## config.mk

```make
export PLATFORM = sky130hd
export DESIGN_NAME = keypad_matrix_scanner_flat
export DESIGN_NICKNAME = d
export VERILOG_FILES = /design/src/rtl/keypad_matrix_scanner_if.sv /design/src/rtl/keypad_matrix_scanner.sv /design/src/flat_wrapper.sv
export SDC_FILE = /design/constraint.sdc
export NUM_CORES = 1
export LEC_CHECK = 0
export ABC_AREA = 1
export CAP_MARGIN = 10
export CORE_MARGIN = 2
export CORE_UTILIZATION = 40
export DETAILED_ROUTE_END_ITERATION = 12
export PLACE_DENSITY = 0.54
export SLEW_MARGIN = 40
export SYNTH_ARGS = -nofsm -noshare
export SYNTH_HDL_FRONTEND = slang
export SYNTH_SLANG_ARGS = --single-unit
```

## constraint.sdc

```tcl
create_clock -name clk -period 3.9 [get_ports clk]
set_input_delay 1.17 -clock clk [delete_from_list [all_inputs] [get_ports clk]]
set_output_delay 1.17 -clock clk [all_outputs]
set_load 0.01 [all_outputs]
```

## src/rtl/keypad_matrix_scanner_if.sv

```systemverilog
// rtl/keypad_matrix_scanner_if.sv - key event stream between the scanner queue and its consumer
interface keypad_matrix_scanner_if #(
    parameter int CODE_W = 4
);
    logic              key_valid;
    logic              key_ready;
    logic [CODE_W-1:0] key_code;
    logic              key_src;

    modport master (
        output key_valid,
        output key_code,
        output key_src,
        input  key_ready
    );

    modport slave (
        input  key_valid,
        input  key_code,
        input  key_src,
        output key_ready
    );
endinterface

```

## src/rtl/keypad_matrix_scanner.sv

```systemverilog
// rtl/keypad_matrix_scanner.sv - matrix keypad scanner with frame debounce, call-button merge and event FIFO
module keypad_matrix_scanner #(
    parameter int  ROWS       = 4,
    parameter int  COLS       = 4,
    parameter int  SCAN_DIV   = 32768,
    parameter int  DEBOUNCE   = 4,
    parameter int  FIFO_DEPTH = 4,
    localparam int CODE_W     = $clog2(ROWS * COLS)
) (
    input  logic                 clk,
    input  logic                 rst_n,
    output logic [COLS-1:0]      col_drive,
    input  logic [ROWS-1:0]      row_sense,
    input  logic                 call_req,
    input  logic [CODE_W-1:0]    call_code,
    keypad_matrix_scanner_if.master key_bus,
    output logic                 key_held,
    output logic                 overflow
);
    localparam int DIV_W = (SCAN_DIV > 1) ? $clog2(SCAN_DIV) : 1;
    localparam int COL_W = (COLS > 1) ? $clog2(COLS) : 1;
    localparam int STB_W = $clog2(DEBOUNCE + 1);
    localparam int PTR_W = $clog2(FIFO_DEPTH);
    localparam int ENT_W = CODE_W + 1;

    typedef enum logic {S_IDLE, S_HELD} state_t;

    logic [DIV_W-1:0]  div_cnt;
    logic [COL_W-1:0]  col_idx;
    logic [ROWS-1:0]   row_s1, row_s2;
    logic              tc, frame_end;

    logic [1:0]        acc_hits, row_hits, tot_hits;
    logic [2:0]        hit_sum;
    logic [CODE_W-1:0] acc_code, samp_code, frame_code, prev_code, held_code;
    int                row_pos;
    logic              frame_key, prev_key, same, settled;
    logic [STB_W-1:0]  stable_cnt, stable_next;
    state_t            state;
    logic              kp_evt;

    logic              call_prev, call_evt;
    logic [CODE_W-1:0] call_code_q;
    logic              pend_v;
    logic [CODE_W-1:0] pend_code;

    logic [ENT_W-1:0]  mem [FIFO_DEPTH];
    logic [PTR_W-1:0]  wr_ptr, rd_ptr;
    logic [PTR_W:0]    count;
    logic              push, pop, full, accept;
    logic [ENT_W-1:0]  push_data;

    assign tc        = (div_cnt == DIV_W'(SCAN_DIV - 1));
    assign frame_end = tc && (col_idx == COL_W'(COLS - 1));
    assign col_drive = COLS'(1) << col_idx;
    assign key_held  = (state == S_HELD);

    always_ff @(posedge clk or negedge rst_n) begin
        if (!rst_n) begin
            div_cnt <= '0;
            col_idx <= '0;
            row_s1  <= '0;
            row_s2  <= '0;
        end else begin
            row_s1 <= row_sense;
            row_s2 <= row_s1;
            if (tc) begin
                div_cnt <= '0;
                col_idx <= (col_idx == COL_W'(COLS - 1)) ? '0 : col_idx + COL_W'(1);
            end else begin
                div_cnt <= div_cnt + DIV_W'(1);
            end
        end
    end

    // Hit count saturates at 2: anything beyond one hit is a ghost/multi-key frame.
    always_comb begin
        row_hits = 2'd0;
        row_pos  = 0;
        for (int r = ROWS - 1; r >= 0; r--) begin
            if (row_s2[r]) begin
                row_pos = r;
                if (row_hits != 2'd2) row_hits = row_hits + 2'd1;
            end
        end
        samp_code  = CODE_W'(int'(col_idx) * ROWS + row_pos);
        hit_sum    = {1'b0, acc_hits} + {1'b0, row_hits};
        tot_hits   = (hit_sum > 3'd2) ? 2'd2 : hit_sum[1:0];
        frame_key  = (tot_hits == 2'd1);
        frame_code = (acc_hits == 2'd1) ? acc_code : samp_code;
        same       = (frame_key == prev_key) && (!frame_key || frame_code == prev_code);
        if (!same)
            stable_next = STB_W'(1);
        else if (stable_cnt == STB_W'(DEBOUNCE))
            stable_next = stable_cnt;
        else
            stable_next = stable_cnt + STB_W'(1);
        settled = (stable_next == STB_W'(DEBOUNCE));
    end

    always_ff @(posedge clk or negedge rst_n) begin
        if (!rst_n) begin
            acc_hits   <= 2'd0;
            acc_code   <= '0;
            prev_key   <= 1'b0;
            prev_code  <= '0;
            stable_cnt <= '0;
            state      <= S_IDLE;
            held_code  <= '0;
            kp_evt     <= 1'b0;
        end else begin
            kp_evt <= 1'b0;
            if (frame_end) begin
                acc_hits   <= 2'd0;
                acc_code   <= '0;
                prev_key   <= frame_key;
                prev_code  <= frame_key ? frame_code : '0;
                stable_cnt <= stable_next;
                case (state)
                    S_IDLE: begin
                        if (frame_key && settled) begin
                            state     <= S_HELD;
                            held_code <= frame_code;
                            kp_evt    <= 1'b1;
                        end
                    end
                    S_HELD: begin
                        if (settled) begin
                            if (!frame_key) begin
                                state <= S_IDLE;
                            end else if (frame_code != held_code) begin
                                held_code <= frame_code;
                                kp_evt    <= 1'b1;
                            end
                        end
                    end
                    default: state <= S_IDLE;
                endcase
            end else if (tc) begin
                acc_hits <= tot_hits;
                if (acc_hits == 2'd0) acc_code <= samp_code;
            end
        end
    end

    // Call wins a same-cycle collision; the keypad event is parked in pend for one cycle.
    always_comb begin
        push      = 1'b1;
        push_data = '0;
        if (call_evt)
            push_data = {1'b1, call_code_q};
        else if (pend_v)
            push_data = {1'b0, pend_code};
        else if (kp_evt)
            push_data = {1'b0, held_code};
        else
            push = 1'b0;
        pop    = (count != '0) && key_bus.key_ready;
        full   = (count == (PTR_W + 1)'(FIFO_DEPTH));
        accept = push && (!full || pop);
    end

    always_ff @(posedge clk or negedge rst_n) begin
        if (!rst_n) begin
            call_prev   <= 1'b0;
            call_evt    <= 1'b0;
            call_code_q <= '0;
            pend_v      <= 1'b0;
            pend_code   <= '0;
            wr_ptr      <= '0;
            rd_ptr      <= '0;
            count       <= '0;
            overflow    <= 1'b0;
            for (int i = 0; i < FIFO_DEPTH; i++) mem[i] <= '0;
        end else begin
            call_prev   <= call_req;
            call_evt    <= call_req && !call_prev;
            call_code_q <= call_code;

            if (kp_evt && (call_evt || pend_v)) begin
                pend_v    <= 1'b1;
                pend_code <= held_code;
            end else if (pend_v && !call_evt) begin
                pend_v <= 1'b0;
            end

            if (accept) begin
                mem[wr_ptr] <= push_data;
                wr_ptr      <= wr_ptr + PTR_W'(1);
            end
            if (pop) rd_ptr <= rd_ptr + PTR_W'(1);
            case ({accept, pop})
                2'b10:   count <= count + (PTR_W + 1)'(1);
                2'b01:   count <= count - (PTR_W + 1)'(1);
                default: count <= count;
            endcase
            if (push && !accept) overflow <= 1'b1;
        end
    end

    assign key_bus.key_valid = (count != '0);
    assign key_bus.key_src   = mem[rd_ptr][ENT_W-1];
    assign key_bus.key_code  = mem[rd_ptr][CODE_W-1:0];
endmodule

```

## src/flat_wrapper.sv

```systemverilog
// flat-port wrapper written by rule: the top's interface ports become plain ports
module keypad_matrix_scanner_flat 
#(
    parameter int  ROWS       = 4,
    parameter int  COLS       = 4,
    parameter int  SCAN_DIV   = 32768,
    parameter int  DEBOUNCE   = 4,
    parameter int  FIFO_DEPTH = 4,
    localparam int CODE_W     = $clog2(ROWS * COLS)
)
  (clk, rst_n, col_drive, row_sense, call_req, call_code, key_held, overflow, key_bus_key_valid, key_bus_key_code, key_bus_key_src, key_bus_key_ready);
  keypad_matrix_scanner_if #(.CODE_W(4)) key_bus_i ();
  input  logic clk;
  input  logic rst_n;
  output logic [COLS-1:0] col_drive;
  input  logic [ROWS-1:0] row_sense;
  input  logic call_req;
  input  logic [CODE_W-1:0] call_code;
  output logic key_held;
  output logic overflow;
  output wire logic [$bits(key_bus_i.key_valid)-1:0] key_bus_key_valid;
  output wire logic [$bits(key_bus_i.key_code)-1:0] key_bus_key_code;
  output wire logic [$bits(key_bus_i.key_src)-1:0] key_bus_key_src;
  input wire logic [$bits(key_bus_i.key_ready)-1:0] key_bus_key_ready;
  assign key_bus_key_valid = key_bus_i.key_valid;
  assign key_bus_key_code = key_bus_i.key_code;
  assign key_bus_key_src = key_bus_i.key_src;
  assign key_bus_i.key_ready = key_bus_key_ready;
  keypad_matrix_scanner #(.ROWS(ROWS), .COLS(COLS), .SCAN_DIV(SCAN_DIV), .DEBOUNCE(DEBOUNCE), .FIFO_DEPTH(FIFO_DEPTH)) u_core (.clk(clk), .rst_n(rst_n), .col_drive(col_drive), .row_sense(row_sense), .call_req(call_req), .call_code(call_code), .key_bus(key_bus_i), .key_held(key_held), .overflow(overflow));
endmodule
```

==> report_table.html, run 1 <==
<table>
<tr><th>Metric</th><th>Value</th></tr>
<tr><th colspan="2">Clocking</th></tr>
<tr><td>Cts repair resizes</td><td>0</td></tr>
<tr><td>Root buffer cell</td><td>clkbuf_8</td></tr>
<tr><td>Max Buffers Root-to-Sink</td><td>2</td></tr>
<tr><td>Clock latency on the worst-skew pair</td><td>360 ps</td></tr>
<tr><td>Number of hold buffers added after CTS</td><td>0</td></tr>
<tr><td>TritonCTS buffer count</td><td>9</td></tr>
<tr><td>Clock sink count</td><td>84</td></tr>
<tr><td>CTS tree</td><td>built</td></tr>
<tr><td>Clock transition time at the flip-flop clock pins of the worst setup and hold paths</td><td>80 ps</td></tr>
<tr><td>H-tree lvl count</td><td>3</td></tr>
<tr><td>Post-CTS setup repair buffer count</td><td>0</td></tr>
<tr><th colspan="2">Timing</th></tr>
<tr><td>Minimum clock period</td><td>3280 ps</td></tr>
<tr><td>Hold Worst Slack</td><td>354 ps</td></tr>
<tr><td>Final worst path period share</td><td>84.1%</td></tr>
<tr><td>Max frequency</td><td>305 MHz</td></tr>
<tr><td>Slew Viols, Final</td><td>0</td></tr>
<tr><td>Final hold violations</td><td>0</td></tr>
<tr><td>Tightest Pin Transition</td><td>660 ps</td></tr>
<tr><td>Headroom to the max-slew limit</td><td>56.0%</td></tr>
<tr><td>Endpoints failing setup</td><td>0</td></tr>
<tr><td>Layout Skew</td><td>5.71 ps</td></tr>
<tr><td>RSZ-0062 raised after global routing</td><td>no</td></tr>
<tr><td>Sum Neg Setup Slack</td><td>0 ps</td></tr>
<tr><th colspan="2">Logic synthesis</th></tr>
<tr><td>Synth async-reset ratio</td><td>100%</td></tr>
<tr><td>Cell taking the most area after synthesis</td><td>dfrtp_1</td></tr>
<tr><td>Post-synthesis cell type count</td><td>32</td></tr>
<tr><td>Most repeated cell in the gate-level netlist after synthesis</td><td>dfrtp_1</td></tr>
<tr><td>Avg Cell Area, Syn</td><td>9.51 sq um</td></tr>
<tr><td>Count of flip-flops with a built-in enable after synthesis</td><td>0</td></tr>
<tr><td>Share of the synthesized area in the top cell type</td><td>50.8%</td></tr>
<tr><td>Total of flip-flops plus latches after synthesis</td><td>84</td></tr>
<tr><td>Cell area after synthesis</td><td>0.00414 sq mm</td></tr>
<tr><td>Top cells by area in the synthesized netlist</td><td>dfrtp_1, nand2_1, inv_1</td></tr>
<tr><td>Synth warn</td><td>0</td></tr>
<tr><td>Number of standard cells after synthesis</td><td>435</td></tr>
<tr><td>Leading post-synthesis cells by instance count</td><td>dfrtp_1, nand2_1, inv_1, nor2_1, o21ai_0</td></tr>
<tr><td>Seq/Total Area, Yosys</td><td>50.8%</td></tr>
<tr><td>Net count after synthesis</td><td>466</td></tr>
<tr><td>Primary flip-flop cell chosen by synthesis mapping</td><td>dfrtp_1</td></tr>
<tr><th colspan="2">Hold path</th></tr>
<tr><td>WHS Path Cells</td><td>0</td></tr>
<tr><td>Endpoint with the worst hold slack</td><td>u_core.row_s2[3]$_DFF_PN0_</td></tr>
<tr><td>Min-Delay Path Class</td><td>reg2reg</td></tr>
<tr><td>Start point of the worst hold path</td><td>u_core.row_s1[3]$_DFF_PN0_</td></tr>
<tr><th colspan="2">Drt</th></tr>
<tr><td>Post-detailed-routing wire length</td><td>7.61 mm</td></tr>
<tr><td>Detailed-route vias per instance</td><td>4.72</td></tr>
<tr><td>DRC violation count after routing</td><td>0</td></tr>
<tr><td>Highest metal layer with signal wires</td><td>met4</td></tr>
<tr><td>Total length of routed met2 wires</td><td>3.71 mm</td></tr>
<tr><td>Final ANT Viol Nets</td><td>0</td></tr>
<tr><td>Routed length per placed instance</td><td>12.6 um</td></tr>
<tr><td>WL met3</td><td>254 um</td></tr>
<tr><td>Total iterations of the first detailed-routing run</td><td>4</td></tr>
<tr><td>Via Count</td><td>2,862</td></tr>
<tr><td>Starting DRT DRC Count</td><td>89</td></tr>
<tr><td>Wire length on met1</td><td>3.47 mm</td></tr>
<tr><th colspan="2">Cells and area</th></tr>
<tr><td>Core Util, Final</td><td>46.2%</td></tr>
<tr><td>Register bank with the most flops</td><td>u_core.mem</td></tr>
<tr><td>Area added between synthesis and finish</td><td>13.8%</td></tr>
<tr><td>Largest register FFs</td><td>20</td></tr>
<tr><td>Regs by FF count</td><td>u_core.mem: 20 flops, u_core.div_cnt: 15 flops</td></tr>
<tr><td>Count of inserted antenna diode cells</td><td>0</td></tr>
<tr><td>Final instance area</td><td>0.00471 sq mm</td></tr>
<tr><td>Number of nets at the end of the flow</td><td>496</td></tr>
<tr><td>Number of fillers in the final layout</td><td>1,029</td></tr>
<tr><td>Share of cells above drive strength 1</td><td>11.3%</td></tr>
<tr><th colspan="2">Power</th></tr>
<tr><td>Worst-case vdd ir drop</td><td>0.239 mV</td></tr>
<tr><td>PD cells</td><td>480 mW/mm^2</td></tr>
<tr><td>Overall power after layout</td><td>2.26 mW</td></tr>
<tr><td>Leakage power</td><td>2.40 nW</td></tr>
<tr><th colspan="2">Worst setup path</th></tr>
<tr><td>Cell-by-cell trace of the critical path</td><td>inv_1, o21ai_0, o22ai_1, clkdlybuf4s50_1</td></tr>
<tr><td>Combined buffer and inverter count along the critical path</td><td>2</td></tr>
<tr><td>R2r setup slk</td><td>710 ps</td></tr>
<tr><td>Slowest library cell on the worst path</td><td>clkdlybuf4s50_1</td></tr>
<tr><td>Crit Path Class</td><td>reg2out</td></tr>
<tr><td>Worst setup EP type</td><td>output pin</td></tr>
<tr><td>Largest driver fanout on the critical path</td><td>12</td></tr>
<tr><td>Largest delay share family, worst path</td><td>buffers and inverters</td></tr>
<tr><td>WP data arrival</td><td>2110 ps</td></tr>
<tr><td>Endpoint of the most critical register-to-register path</td><td>u_core.held_code[0]$_DFFE_PN0P_</td></tr>
<tr><td>Critical register-to-register path startpoint</td><td>u_core.row_s2[2]$_DFF_PN0_</td></tr>
<tr><td>Cell depth of the worst flop-to-flop path</td><td>22</td></tr>
<tr><td>Slowest cell delay on critical path</td><td>570 ps</td></tr>
<tr><td>Type of origin of the critical path</td><td>register</td></tr>
<tr><td>Required arrival time at the worst endpoint</td><td>2730 ps</td></tr>
<tr><th colspan="2">Floorplanning</th></tr>
<tr><td>Area of the core region</td><td>0.0102 sq mm</td></tr>
<tr><td>I/O pin total</td><td>24</td></tr>
<tr><td>Die height</td><td>106 um</td></tr>
<tr><td>Horiz. Die Dim</td><td>106 um</td></tr>
<tr><td>Total Die Area</td><td>0.0112 sq mm</td></tr>
<tr><td>Initial core utilization</td><td>40.6%</td></tr>
<tr><td>Number of rows in the core area</td><td>37</td></tr>
<tr><th colspan="2">Global route</th></tr>
<tr><td>Global Route Usage Sum</td><td>15.3%</td></tr>
<tr><td>Wire length of the first global-routing pass</td><td>13.3 mm</td></tr>
<tr><td>GRT overflow</td><td>0</td></tr>
<tr><td>Largest net degree at the start of global routing</td><td>85</td></tr>
<tr><td>Antenna violations before repair</td><td>0</td></tr>
<tr><td>Number of global-route vias before repair</td><td>2,798</td></tr>
<tr><th colspan="2">Flow run</th></tr>
<tr><td>Count of maximum capacitance violations</td><td>0</td></tr>
<tr><th colspan="2">Placement</th></tr>
<tr><td>Estimated wirelength of the detail-placed design</td><td>5.32 mm</td></tr>
<tr><td>Last weighted congestion value of the routability-driven placer</td><td>0.767</td></tr>
<tr><td>Cell area after placement</td><td>0.00452 sq mm</td></tr>
<tr><td>Quantity of I/O buffers inserted on ports</td><td>23</td></tr>
<tr><th colspan="2">Outcome</th></tr>
<tr><td>Status</td><td>finished, final reports clean</td></tr>
</table>
-- worst max path at each step --
stage	start	endpoint	slack [ps]	cells after the start
after global routing	u_core.row_s2[2]$_DFF_PN0_	u_core.held_code[0]$_DFFE_PN0P_	330	22
after detailed placement	u_core.row_s2[2]$_DFF_PN0_	u_core.held_code[0]$_DFFE_PN0P_	710	22
final	u_core.rd_ptr[0]$_DFFE_PN0P_	key_bus_key_code[2]	620	4
after global placement	u_core.row_s2[2]$_DFF_PN0_	u_core.held_code[1]$_DFFE_PN0P_	820	22
after CTS	u_core.rd_ptr[0]$_DFFE_PN0P_	key_bus_key_code[2]	590	4
after floorplan	u_core.row_s2[2]$_DFF_PN0_	u_core.held_code[0]$_DFFE_PN0P_	970	22
-- worst register-to-register path, stage by stage, from the launching register on --
cell and delay (ps):
dfrtp_1 380, inv_1 100, ha_1 230, mux2i_1 180
ha_1 180, nand2_1 50, o21ai_0 80, ha_1 160
inv_1 50, fa_1 500, nand2_1 50, inv_1 60
nand2_1 100, nor2_1 100, nand3_1 80, nor2_1 90
nand2_1 90, nand2_4 110, nand3_4 100, nor2_8 160
nand3_2 110, nand2_1 80, nand2_1 50
-- metal layers --
metal	vias to the layer above	GRT usage (%)
met5	-	0
met4	0	7.05
met3	14	4.64
met2	31	24.6
met1	1363	18.9
li1	1454	-
-- report_power, final --
part           switching [mW]  leakage (nW)  internal (mW)
sequential              0.104          1.10           1.02
combinational           0.269          1.21          0.274
clock                   0.303        0.0931          0.293
-- area by class of cell --
type	instances	area, sq um	area share (%)
Sequential cell	84	2100	44.6
Timing Repair Buffer	23	234	4.97
Clock inverter	5	52.6	1.12
Inverter	69	259	5.50
Multi-Input combinational cell	278	1760	37.4
Tap cell	136	170	3.61
Clock buffer	11	131	2.79
-- placed cells by master (no fill, tap or decap), types with 2 or more instances in the layout --
master / synthesis / layout
mux2_1: 7 / 7
ha_1: 17 / 17
dfrtp_1: 84 / 84
nor3_1: 3 / 3
nor2_4: 3 / 3
nand3_1: 27 / 27
inv_2: 5 / 5
clkinv_2: 0 / 3
clkbuf_1: 3 / 2
nor2_1: 34 / 34
clkbuf_8: 0 / 10
nand3_4: 3 / 3
nor2_2: 5 / 5
mux2_2: 15 / 15
nor2_8: 2 / 2
nand4_1: 7 / 7
nand2_1: 80 / 80
xor2_1: 14 / 14
o22ai_1: 11 / 11
clkdlybuf4s50_1: 0 / 22
fa_1: 2 / 2
nand2_2: 2 / 2
o21ai_0: 28 / 28
a21oi_1: 9 / 9
inv_1: 64 / 64
-- through the flow --
stage,setup WS (ps),std cells
floorplan,970,435
global placement,821,590
detailed placement,706,590
CTS,588,606
global route,329,606
finish,622,606
-- kinds of logic (layout without fill, tap and decap cells) --
kind of cell	after synthesis	after routing	share of synthesized area, %
buf+inv	73	108	6.65
flops	84	84	50.8
mux	23	23	6.23
simple gates	170	170	20.3
compound gates	51	51	6.68
xor+xnor	15	15	3.18
fa+ha+maj	19	19	6.11
(Power assumes the default switching activity.)
==> run 2: changes to the inputs <==
- PLACE_DENSITY: 0.54 -> 0.56
- clock period: 3.9 -> 3 ns (I/O delays scaled with it)
==> run 2 against run 1 <==
  * The flow now finishes with violations (setup timing)
  * Clock-buffer cell count is 1 lower
  * Setup slack worse by 760 ps
  * Via count grew 3.8%
  * Critical endpoint is now u_core.held_code[2]$_DFFE_PN0P_
  * Combinational power rose by 40%
  * Critical path type is now reg2reg
  * Clock power rose by 48%
  * Sequential cell count unchanged
  * Global-route usage hardly changed
  * Highest routed layer unchanged
  * Largest cell class unchanged
  * Largest power group unchanged
  * Die area did not move
  * Sequential power up 29%
  * Non-clock buffer count is 13 higher
==> report_table.html, run 2 (same netlist as run 1, synthesis figures left out) <==
<table>
<tr><th>Metric</th><th>Value</th></tr>
<tr><th colspan="2">Outcome</th></tr>
<tr><td>Status</td><td>complete, but fails checks</td></tr>
<tr><td>Violated checks</td><td>setup timing</td></tr>
<tr><th colspan="2">Timing</th></tr>
<tr><td>Headroom to the max-slew limit</td><td>73.8% (+18 points)</td></tr>
<tr><td>Final worst path period share</td><td>105%</td></tr>
<tr><td>RSZ-0062 raised after global routing</td><td>yes</td></tr>
<tr><td>Worst setup margin</td><td>-136 ps (-757 ps)</td></tr>
<tr><td>Slew Viols, Final</td><td>0 (unchanged)</td></tr>
<tr><td>Tightest Pin Transition</td><td>389 ps (-271 ps)</td></tr>
<tr><td>Layout Skew</td><td>4.09 ps (-1.62 ps)</td></tr>
<tr><td>Final hold violations</td><td>0 (unchanged)</td></tr>
<tr><td>Hold Worst Slack</td><td>355 ps (+0.983 ps)</td></tr>
<tr><td>Max frequency</td><td>319 MHz</td></tr>
<tr><td>Minimum clock period</td><td>3140 ps</td></tr>
<tr><td>Endpoints failing setup</td><td>7 (+7)</td></tr>
<tr><th colspan="2">Placement</th></tr>
<tr><td>Estimated wirelength of the detail-placed design</td><td>5.60 mm (+5.4%)</td></tr>
<tr><td>Quantity of I/O buffers inserted on ports</td><td>23 (unchanged)</td></tr>
<tr><td>Placed Cells</td><td>597 (+1.2%)</td></tr>
<tr><td>Last weighted congestion value of the routability-driven placer</td><td>0.753 (-1.9%)</td></tr>
<tr><th colspan="2">Cells and area</th></tr>
<tr><td>Area added between synthesis and finish</td><td>18.9%</td></tr>
<tr><td>Register bank with the most flops</td><td>u_core.mem</td></tr>
<tr><td>Regs by FF count</td><td>u_core.mem: 20 flops, u_core.div_cnt: 15 flops</td></tr>
<tr><td>Most frequent cells in the layout</td><td>dfrtp_1, nand2_1, inv_1</td></tr>
<tr><td>Count of inserted antenna diode cells</td><td>0 (unchanged)</td></tr>
<tr><td>Most frequent standard cell in the layout excluding fill and tap cells</td><td>dfrtp_1</td></tr>
<tr><td>Largest register FFs</td><td>20 (unchanged)</td></tr>
<tr><td>Area of combinational cells with multiple inputs</td><td>0.00183 sq mm (+3.8%)</td></tr>
<tr><td>Share of cells above drive strength 1</td><td>17.4% (+6.1 points)</td></tr>
<tr><td>Count of placed standard cells in the final layout, fillers left out</td><td>619 (+2.1%)</td></tr>
<tr><td>FF/Latch Area</td><td>0.00210 sq mm (unchanged)</td></tr>
<tr><td>Number of nets at the end of the flow</td><td>509 (+2.6%)</td></tr>
<tr><td>Number of fillers in the final layout</td><td>973 (-5.4%)</td></tr>
<tr><th colspan="2">Drt</th></tr>
<tr><td>Post-detailed-routing wire length</td><td>7.87 mm (+3.4%)</td></tr>
<tr><td>Via Count</td><td>2,972 (+3.8%)</td></tr>
<tr><td>Starting DRT DRC Count</td><td>66 (-26%)</td></tr>
<tr><td>DRC violation count after routing</td><td>0 (unchanged)</td></tr>
<tr><td>Final ANT Viol Nets</td><td>0 (unchanged)</td></tr>
<tr><td>Detailed-route vias per instance</td><td>4.80 (+1.7%)</td></tr>
<tr><td>Routed length per placed instance</td><td>12.7 um (+1.2%)</td></tr>
<tr><td>Total iterations of the first detailed-routing run</td><td>4 (unchanged)</td></tr>
<tr><th colspan="2">Worst setup path</th></tr>
<tr><td>Largest delay share family, worst path</td><td>simple AND/OR/NAND/NOR gates</td></tr>
<tr><td>Crit-path most repeated cell</td><td>nand2_1</td></tr>
<tr><td>Slowest library cell on the worst path</td><td>fa_1</td></tr>
<tr><td>Type of origin of the critical path</td><td>register</td></tr>
<tr><td>Required arrival time at the worst endpoint</td><td>3250 ps (+520 ps)</td></tr>
<tr><td>WP data arrival</td><td>3390 ps (+1280 ps)</td></tr>
<tr><td>Largest driver fanout on the critical path</td><td>6 (-6)</td></tr>
<tr><td>Cell-by-cell trace of the critical path</td><td>inv_2, ha_4, mux2i_4, ha_2, nand2_1, o21ai_1, ha_2, inv_2, fa_1, nand2_1, inv_2, nand2_2, nor2_2, nand3_2, nor2_1, nand2_1, nand2_4, nand3_4, nor2_8, nand3_4, nand2_2, nand2_1</td></tr>
<tr><td>Crit Path Class</td><td>reg2reg</td></tr>
<tr><td>Slowest cell delay on critical path</td><td>470 ps (-100 ps)</td></tr>
<tr><td>Worst setup EP type</td><td>register</td></tr>
<tr><td>Combined buffer and inverter count along the critical path</td><td>3 (+1)</td></tr>
<tr><th colspan="2">Power</th></tr>
<tr><td>Switching share of power</td><td>29.3% (-0.67 points)</td></tr>
<tr><td>Part of the power in the clock network</td><td>28.7% (+2.3 points)</td></tr>
<tr><td>Reported net switching power</td><td>0.901 mW (+33%)</td></tr>
<tr><td>Worst-case vdd ir drop</td><td>0.505 mV (+110%)</td></tr>
<tr><td>Internal Pwr Total</td><td>2.18 mW (+38%)</td></tr>
<tr><td>Share of power burned in combinational logic</td><td>24.6% (+0.6 points)</td></tr>
<tr><td>Leakage power</td><td>2.46 nW (+2.6%)</td></tr>
<tr><td>PD cells</td><td>626 mW/mm^2 (+31%)</td></tr>
<tr><td>Sequential cell fraction of total power</td><td>46.7% (-2.9 points)</td></tr>
<tr><th colspan="2">Floorplanning</th></tr>
<tr><td>Total Die Area</td><td>0.0112 sq mm (unchanged)</td></tr>
<tr><td>I/O pin total</td><td>24 (unchanged)</td></tr>
<tr><td>Die height</td><td>106 um (unchanged)</td></tr>
<tr><td>Area of the core region</td><td>0.0102 sq mm (unchanged)</td></tr>
<tr><td>Horiz. Die Dim</td><td>106 um (unchanged)</td></tr>
<tr><td>Number of rows in the core area</td><td>37 (unchanged)</td></tr>
<tr><td>Initial core utilization</td><td>40.6% (unchanged)</td></tr>
<tr><th colspan="2">Global route</th></tr>
<tr><td>Antenna violations before repair</td><td>0 (unchanged)</td></tr>
<tr><td>Largest net degree at the start of global routing</td><td>65 (-24%)</td></tr>
<tr><td>GRT overflow</td><td>0 (unchanged)</td></tr>
<tr><td>Wire length of the first global-routing pass</td><td>13.7 mm (+3.0%)</td></tr>
<tr><td>Number of global-route vias before repair</td><td>3,003 (+7.3%)</td></tr>
<tr><td>Global Route Usage Sum</td><td>15.3% (+0.025 points)</td></tr>
<tr><th colspan="2">Clocking</th></tr>
<tr><td>Max Buffers Root-to-Sink</td><td>2 (unchanged)</td></tr>
<tr><td>H-tree lvl count</td><td>3 (unchanged)</td></tr>
<tr><td>CTS tree</td><td>built</td></tr>
<tr><td>Clock sink count</td><td>84 (unchanged)</td></tr>
<tr><td>Clock transition time at the flip-flop clock pins of the worst setup and hold paths</td><td>80 ps (about the same)</td></tr>
<tr><td>Clock latency on the worst-skew pair</td><td>350 ps (about the same)</td></tr>
<tr><td>Number of hold buffers added after CTS</td><td>0 (unchanged)</td></tr>
<tr><td>TritonCTS buffer count</td><td>9 (unchanged)</td></tr>
<tr><td>Root buffer cell</td><td>clkbuf_8</td></tr>
<tr><th colspan="2">Flow run</th></tr>
<tr><td>Count of maximum capacitance violations</td><td>0 (unchanged)</td></tr>
<tr><th colspan="2">Hold path</th></tr>
<tr><td>Min-Delay Path Class</td><td>reg2reg</td></tr>
</table>
-- run 2: changes by cell type in the layout (fill, tap and decap cells not counted), moves of 2 or more --
| cell | change |
|---|---|
| buf_4 | +12 |
| inv_1 | -5 |
| nand2_1 | -5 |
| o21ai_0 | -5 |
| inv_2 | +4 |
| nand2_2 | +4 |
| o21ai_1 | +4 |
| ha_1 | -3 |
| clkinv_2 | -2 |
| clkinvlp_4 | +2 |
| ha_2 | +2 |
-- run 2: metrics by stage --
stage | TNS, ps | util, % | area, sq um | total power [mW] | setup WS (ps)
2_1_floorplan | 0 | - | 4140 | 1.91 | 70.3
3_3_place_gp | -22.2 | 45.0 | 4580 | 2.19 | -9.21
3_5_place_dp | -821 | 45.0 | 4580 | 2.21 | -202
4_1_cts | -808 | 47.8 | 4870 | 3.12 | -178
5_1_grt | -2700 | 48.3 | 4920 | 3.30 | -365
6_report | -626 | 48.3 | 4920 | 3.08 | -136
-- run 2: final timing paths --
check	from	end	slack [ps]	cells after the start
max	u_core.row_s2[3]$_DFF_PN0_	u_core.held_code[2]$_DFFE_PN0P_	-140	22
min reg2reg	u_core.row_s1[2]$_DFF_PN0_	u_core.row_s2[2]$_DFF_PN0_	350	0
max reg2reg	u_core.row_s2[3]$_DFF_PN0_	u_core.held_code[2]$_DFFE_PN0P_	-140	22
min	u_core.row_s1[2]$_DFF_PN0_	u_core.row_s2[2]$_DFF_PN0_	350	0
min in group asynchronous	rst_n	u_core.mem[13]$_DFFE_PN0P_	430	1
max in group asynchronous	rst_n	u_core.acc_code[1]$_DFFE_PN0P_	1950	2
-- run 2: worst register-to-register path: cells and delay by family (launching register included) --
family                     cells  cell delay [ps]
buffers and inverters          3              180
and+or+nand+nor               13             1150
adders and majority gates      4             1060
DFF                            1              410
muxes                          1              150
AOI/OAI and AO/OA              1               90
-- run 2: power groups by stage --
stage	Sequential, mW	Combinational, mW	Clock, mW
after global routing	1.46	0.870	0.962
after floorplan	1.43	0.479	0
after global placement	1.45	0.735	0
after CTS	1.44	0.765	0.914
final	1.44	0.759	0.883
after detailed placement	1.46	0.752	0
-- run 2: layout make-up --
type / instances / area share (%)
Sequential cell: 84 / 42.7
Clock buffer: 10 / 2.59
Multi-Input combinational cell: 278 / 37.1
Inverter: 69 / 5.34
Timing Repair Buffer: 36 / 6.94
Clock inverter: 6 / 1.81
Tap cell: 136 / 3.46
-- run 2: per-layer routing --
| layer | track usage (%) | share of wire (%) |
|---|---|---|
| met2 | 26.6 | 49 |
| met3 | 4.95 | 3.4 |
| met5 | 0 | 0 |
| met4 | 3.67 | 1.2 |
| met1 | 18.4 | 46 |
-- run 2: what timing repair did --
action	4_1_cts	5_1_grt
setup buffers	4	3
resized for setup	11	15
endpoints found under the setup margin	7	14
pin swaps	10	12
==> run 3: changes to the inputs <==
- CORE_ASPECT_RATIO: not set -> 0.5
- GPL_TIMING_DRIVEN: not set -> 1
==> run 3 against run 2 <==
  * The flow still finishes with violations (setup timing)
  * Die area rose by 0.44%
  * Final cell count increased by 0.65%
  * Clock power is 27% higher
  * Sequential share of layout area fell by 0.53 points
  * Setup slack gained 91 ps
  * First-iteration DRC count grew 130%
  * Non-clock buffer count stayed put
  * Worst hold slack worse by 7.9 ps
  * Routed wire length fell by 3.2%
  * Clock-buffer cell count rose by 2
  * Critical path type unchanged
==> report_table.html, run 3 (same netlist as run 1, synthesis figures left out) <==
<table>
<tr><th>Metric</th><th>Value</th></tr>
<tr><th colspan="2">Power</th></tr>
<tr><td>Worst-case vdd ir drop</td><td>0.270 mV (-47%)</td></tr>
<tr><td>Leakage power</td><td>2.51 nW (+2.0%)</td></tr>
<tr><td>PD cells</td><td>664 mW/mm^2 (+6.1%)</td></tr>
<tr><th colspan="2">Clocking</th></tr>
<tr><td>Clock latency on the worst-skew pair</td><td>340 ps (about the same)</td></tr>
<tr><td>CTS tree</td><td>built</td></tr>
<tr><td>H-tree lvl count</td><td>3 (unchanged)</td></tr>
<tr><td>Max Buffers Root-to-Sink</td><td>2 (unchanged)</td></tr>
<tr><td>Root buffer cell</td><td>clkbuf_16</td></tr>
<tr><td>Clock sink count</td><td>84 (unchanged)</td></tr>
<tr><td>Number of hold buffers added after CTS</td><td>0 (unchanged)</td></tr>
<tr><td>Clock transition time at the flip-flop clock pins of the worst setup and hold paths</td><td>60 ps (-20 ps)</td></tr>
<tr><td>TritonCTS buffer count</td><td>9 (unchanged)</td></tr>
<tr><th colspan="2">Cells and area</th></tr>
<tr><td>Number of nets at the end of the flow</td><td>509 (unchanged)</td></tr>
<tr><td>Count of inserted antenna diode cells</td><td>0 (unchanged)</td></tr>
<tr><td>Area of combinational cells with multiple inputs</td><td>0.00181 sq mm (-0.62%)</td></tr>
<tr><td>Register bank with the most flops</td><td>u_core.mem</td></tr>
<tr><td>Core Util, Final</td><td>49.2% (+0.93 points)</td></tr>
<tr><td>FF/Latch Area</td><td>0.00210 sq mm (unchanged)</td></tr>
<tr><td>Number of fillers in the final layout</td><td>972 (-0.10%)</td></tr>
<tr><td>Share of cells above drive strength 1</td><td>16.8% (-0.62 points)</td></tr>
<tr><td>Count of placed standard cells in the final layout, fillers left out</td><td>623 (+0.65%)</td></tr>
<tr><td>Most frequent standard cell in the layout excluding fill and tap cells</td><td>dfrtp_1</td></tr>
<tr><td>Area added between synthesis and finish</td><td>20.4%</td></tr>
<tr><td>Most frequent cells in the layout</td><td>dfrtp_1, nand2_1, inv_1</td></tr>
<tr><td>Regs by FF count</td><td>u_core.mem: 20 flops, u_core.div_cnt: 15 flops</td></tr>
<tr><td>Largest register FFs</td><td>20 (unchanged)</td></tr>
<tr><th colspan="2">Worst setup path</th></tr>
<tr><td>Slowest cell delay on critical path</td><td>470 ps (about the same)</td></tr>
<tr><td>Crit Path Class</td><td>reg2reg</td></tr>
<tr><td>Cell-by-cell trace of the critical path</td><td>inv_2, ha_4, mux2i_4, ha_2, nand2_2, o21ai_2, ha_2, inv_2, fa_1, nand2_1, inv_2, nand2_2, nor2_1, nand3_1, nor2_1, nand2_1, nand2_4, nand3_4, nor2_8, nand3_4, nand2_1, nand2_1</td></tr>
<tr><td>Type of origin of the critical path</td><td>register</td></tr>
<tr><td>Required arrival time at the worst endpoint</td><td>3230 ps (-20 ps)</td></tr>
<tr><td>Slowest library cell on the worst path</td><td>fa_1</td></tr>
<tr><td>WP data arrival</td><td>3270 ps (-120 ps)</td></tr>
<tr><td>Worst setup EP type</td><td>register</td></tr>
<tr><td>Largest driver fanout on the critical path</td><td>6 (unchanged)</td></tr>
<tr><td>Crit-path most repeated cell</td><td>nand2_1</td></tr>
<tr><th colspan="2">Timing</th></tr>
<tr><td>Slew Viols, Final</td><td>0 (unchanged)</td></tr>
<tr><td>Max frequency</td><td>328 MHz (+3.0%)</td></tr>
<tr><td>Final hold violations</td><td>0 (unchanged)</td></tr>
<tr><td>Tightest Pin Transition</td><td>547 ps (+159 ps)</td></tr>
<tr><td>Layout Skew</td><td>3.78 ps (-0.310 ps)</td></tr>
<tr><td>RSZ-0062 raised after global routing</td><td>yes</td></tr>
<tr><td>Final worst path period share</td><td>101% (-3.0 points)</td></tr>
<tr><td>Headroom to the max-slew limit</td><td>63.5% (-10 points)</td></tr>
<tr><td>Endpoints failing setup</td><td>4 (-3)</td></tr>
<tr><td>Worst setup margin</td><td>-44.7 ps (+90.9 ps)</td></tr>
<tr><td>Minimum clock period</td><td>3040 ps (-90.9 ps)</td></tr>
<tr><th colspan="2">Drt</th></tr>
<tr><td>Detailed-route vias per instance</td><td>4.65 (-3.1%)</td></tr>
<tr><td>Post-detailed-routing wire length</td><td>7.62 mm (-3.2%)</td></tr>
<tr><td>Total iterations of the first detailed-routing run</td><td>4 (unchanged)</td></tr>
<tr><td>Routed length per placed instance</td><td>12.2 um (-3.8%)</td></tr>
<tr><td>Final ANT Viol Nets</td><td>0 (unchanged)</td></tr>
<tr><td>Via Count</td><td>2,897 (-2.5%)</td></tr>
<tr><td>Starting DRT DRC Count</td><td>155 (+130%)</td></tr>
<tr><td>DRC violation count after routing</td><td>0 (unchanged)</td></tr>
<tr><th colspan="2">Floorplanning</th></tr>
<tr><td>Number of rows in the core area</td><td>26 (-30%)</td></tr>
<tr><td>Total Die Area</td><td>0.0112 sq mm (+0.44%)</td></tr>
<tr><td>Horiz. Die Dim</td><td>148 um (+40%)</td></tr>
<tr><td>Initial core utilization</td><td>40.9% (+0.27 points)</td></tr>
<tr><td>Die height</td><td>75.9 um (-28%)</td></tr>
<tr><td>Area of the core region</td><td>0.0101 sq mm (-0.66%)</td></tr>
<tr><td>I/O pin total</td><td>24 (unchanged)</td></tr>
<tr><th colspan="2">Hold path</th></tr>
<tr><td>Min-Delay Path Class</td><td>reg2reg</td></tr>
<tr><th colspan="2">Outcome</th></tr>
<tr><td>Violated checks</td><td>setup timing</td></tr>
<tr><td>Status</td><td>complete, but fails checks</td></tr>
<tr><th colspan="2">Placement</th></tr>
<tr><td>Last weighted congestion value of the routability-driven placer</td><td>0.776 (+3.1%)</td></tr>
<tr><td>Quantity of I/O buffers inserted on ports</td><td>23 (unchanged)</td></tr>
<tr><td>Worst setup slack before clock tree synthesis</td><td>-116 ps (+86.0 ps)</td></tr>
<tr><td>Estimated wirelength of the detail-placed design</td><td>5.65 mm (+0.84%)</td></tr>
<tr><td>Placed Cells</td><td>603 (+1.0%)</td></tr>
<tr><th colspan="2">Global route</th></tr>
<tr><td>Global Route Usage Sum</td><td>15.1% (-0.22 points)</td></tr>
<tr><td>Wire length of the first global-routing pass</td><td>13.4 mm (-2.2%)</td></tr>
<tr><td>Number of global-route vias before repair</td><td>2,841 (-5.4%)</td></tr>
<tr><td>GRT overflow</td><td>0 (unchanged)</td></tr>
<tr><td>Antenna violations before repair</td><td>0 (unchanged)</td></tr>
<tr><td>Largest net degree at the start of global routing</td><td>43 (-34%)</td></tr>
<tr><th colspan="2">Flow run</th></tr>
<tr><td>Count of maximum capacitance violations</td><td>0 (unchanged)</td></tr>
</table>
-- run 3: routing by layer --
metal  up-vias  GRT usage (%)  wire (um)
met5         -              0          0
met2        29           24.1       3500
met4         0           5.71        127
li1       1486              -          -
met1      1372           19.7       3780
met3        10           4.22        211
-- run 3: worst paths after layout --
path / start / end / slack, ps / depth (start not counted)
hold / removal: u_core.row_s1[0]$_DFF_PN0_ / u_core.row_s2[0]$_DFF_PN0_ / 350 / 0
min in group asynchronous: rst_n / u_core.row_s1[2]$_DFF_PN0_ / 530 / 1
max in group asynchronous: rst_n / u_core.overflow$_DFFE_PN0P_ / 1840 / 2
hold reg to reg: u_core.row_s1[0]$_DFF_PN0_ / u_core.row_s2[0]$_DFF_PN0_ / 350 / 0
setup / recovery: u_core.row_s2[3]$_DFF_PN0_ / u_core.held_code[0]$_DFFE_PN0P_ / -40 / 22
setup reg to reg: u_core.row_s2[3]$_DFF_PN0_ / u_core.held_code[0]$_DFFE_PN0P_ / -40 / 22
-- run 3: layout make-up --
class	instances	area share, %
flip-flops and latches	84	42.2
multi-input cells	278	36.4
repair buffers	36	6.53
inverters	69	5.20
clock buffers	12	5.15
well taps	140	3.52
clock inverters	4	0.955
-- run 3: power by group --
group | internal, mW | switching, mW
clock | 0.687 | 0.433
sequential | 1.32 | 0.114
combinational | 0.381 | 0.369
total | 2.39 | 0.917
-- run 3: per-stage QoR --
| stage | hold slack (ps) | power, mW | instance area, sq um | setup TNS (ps) |
|---|---|---|---|---|
| floorplan | 331 | 1.91 | 4140 | 0 |
| global placement | 332 | 2.19 | 4590 | -74.5 |
| detailed placement | 335 | 2.21 | 4590 | -420 |
| CTS | 349 | 3.34 | 4920 | -347 |
| global route | 359 | 3.53 | 4980 | -1660 |
| finish | 347 | 3.31 | 4980 | -136 |
-- run 3: critical path, delay by kind of cell (launching register included) --
family / cells / cell delay [ps]
DFF: 1 / 400
buffers and inverters: 3 / 180
AOI/OAI and AO/OA: 1 / 60
and+or+nand+nor: 13 / 1100
adders and majority gates: 4 / 1050
muxes: 1 / 150
-- run 3: repair_timing --
item / CTS / global route
pin swaps: 1 / 10
setup endpoints to repair: 5 / 14
gates resized for setup: 2 / 19
setup buffers: 2 / 2
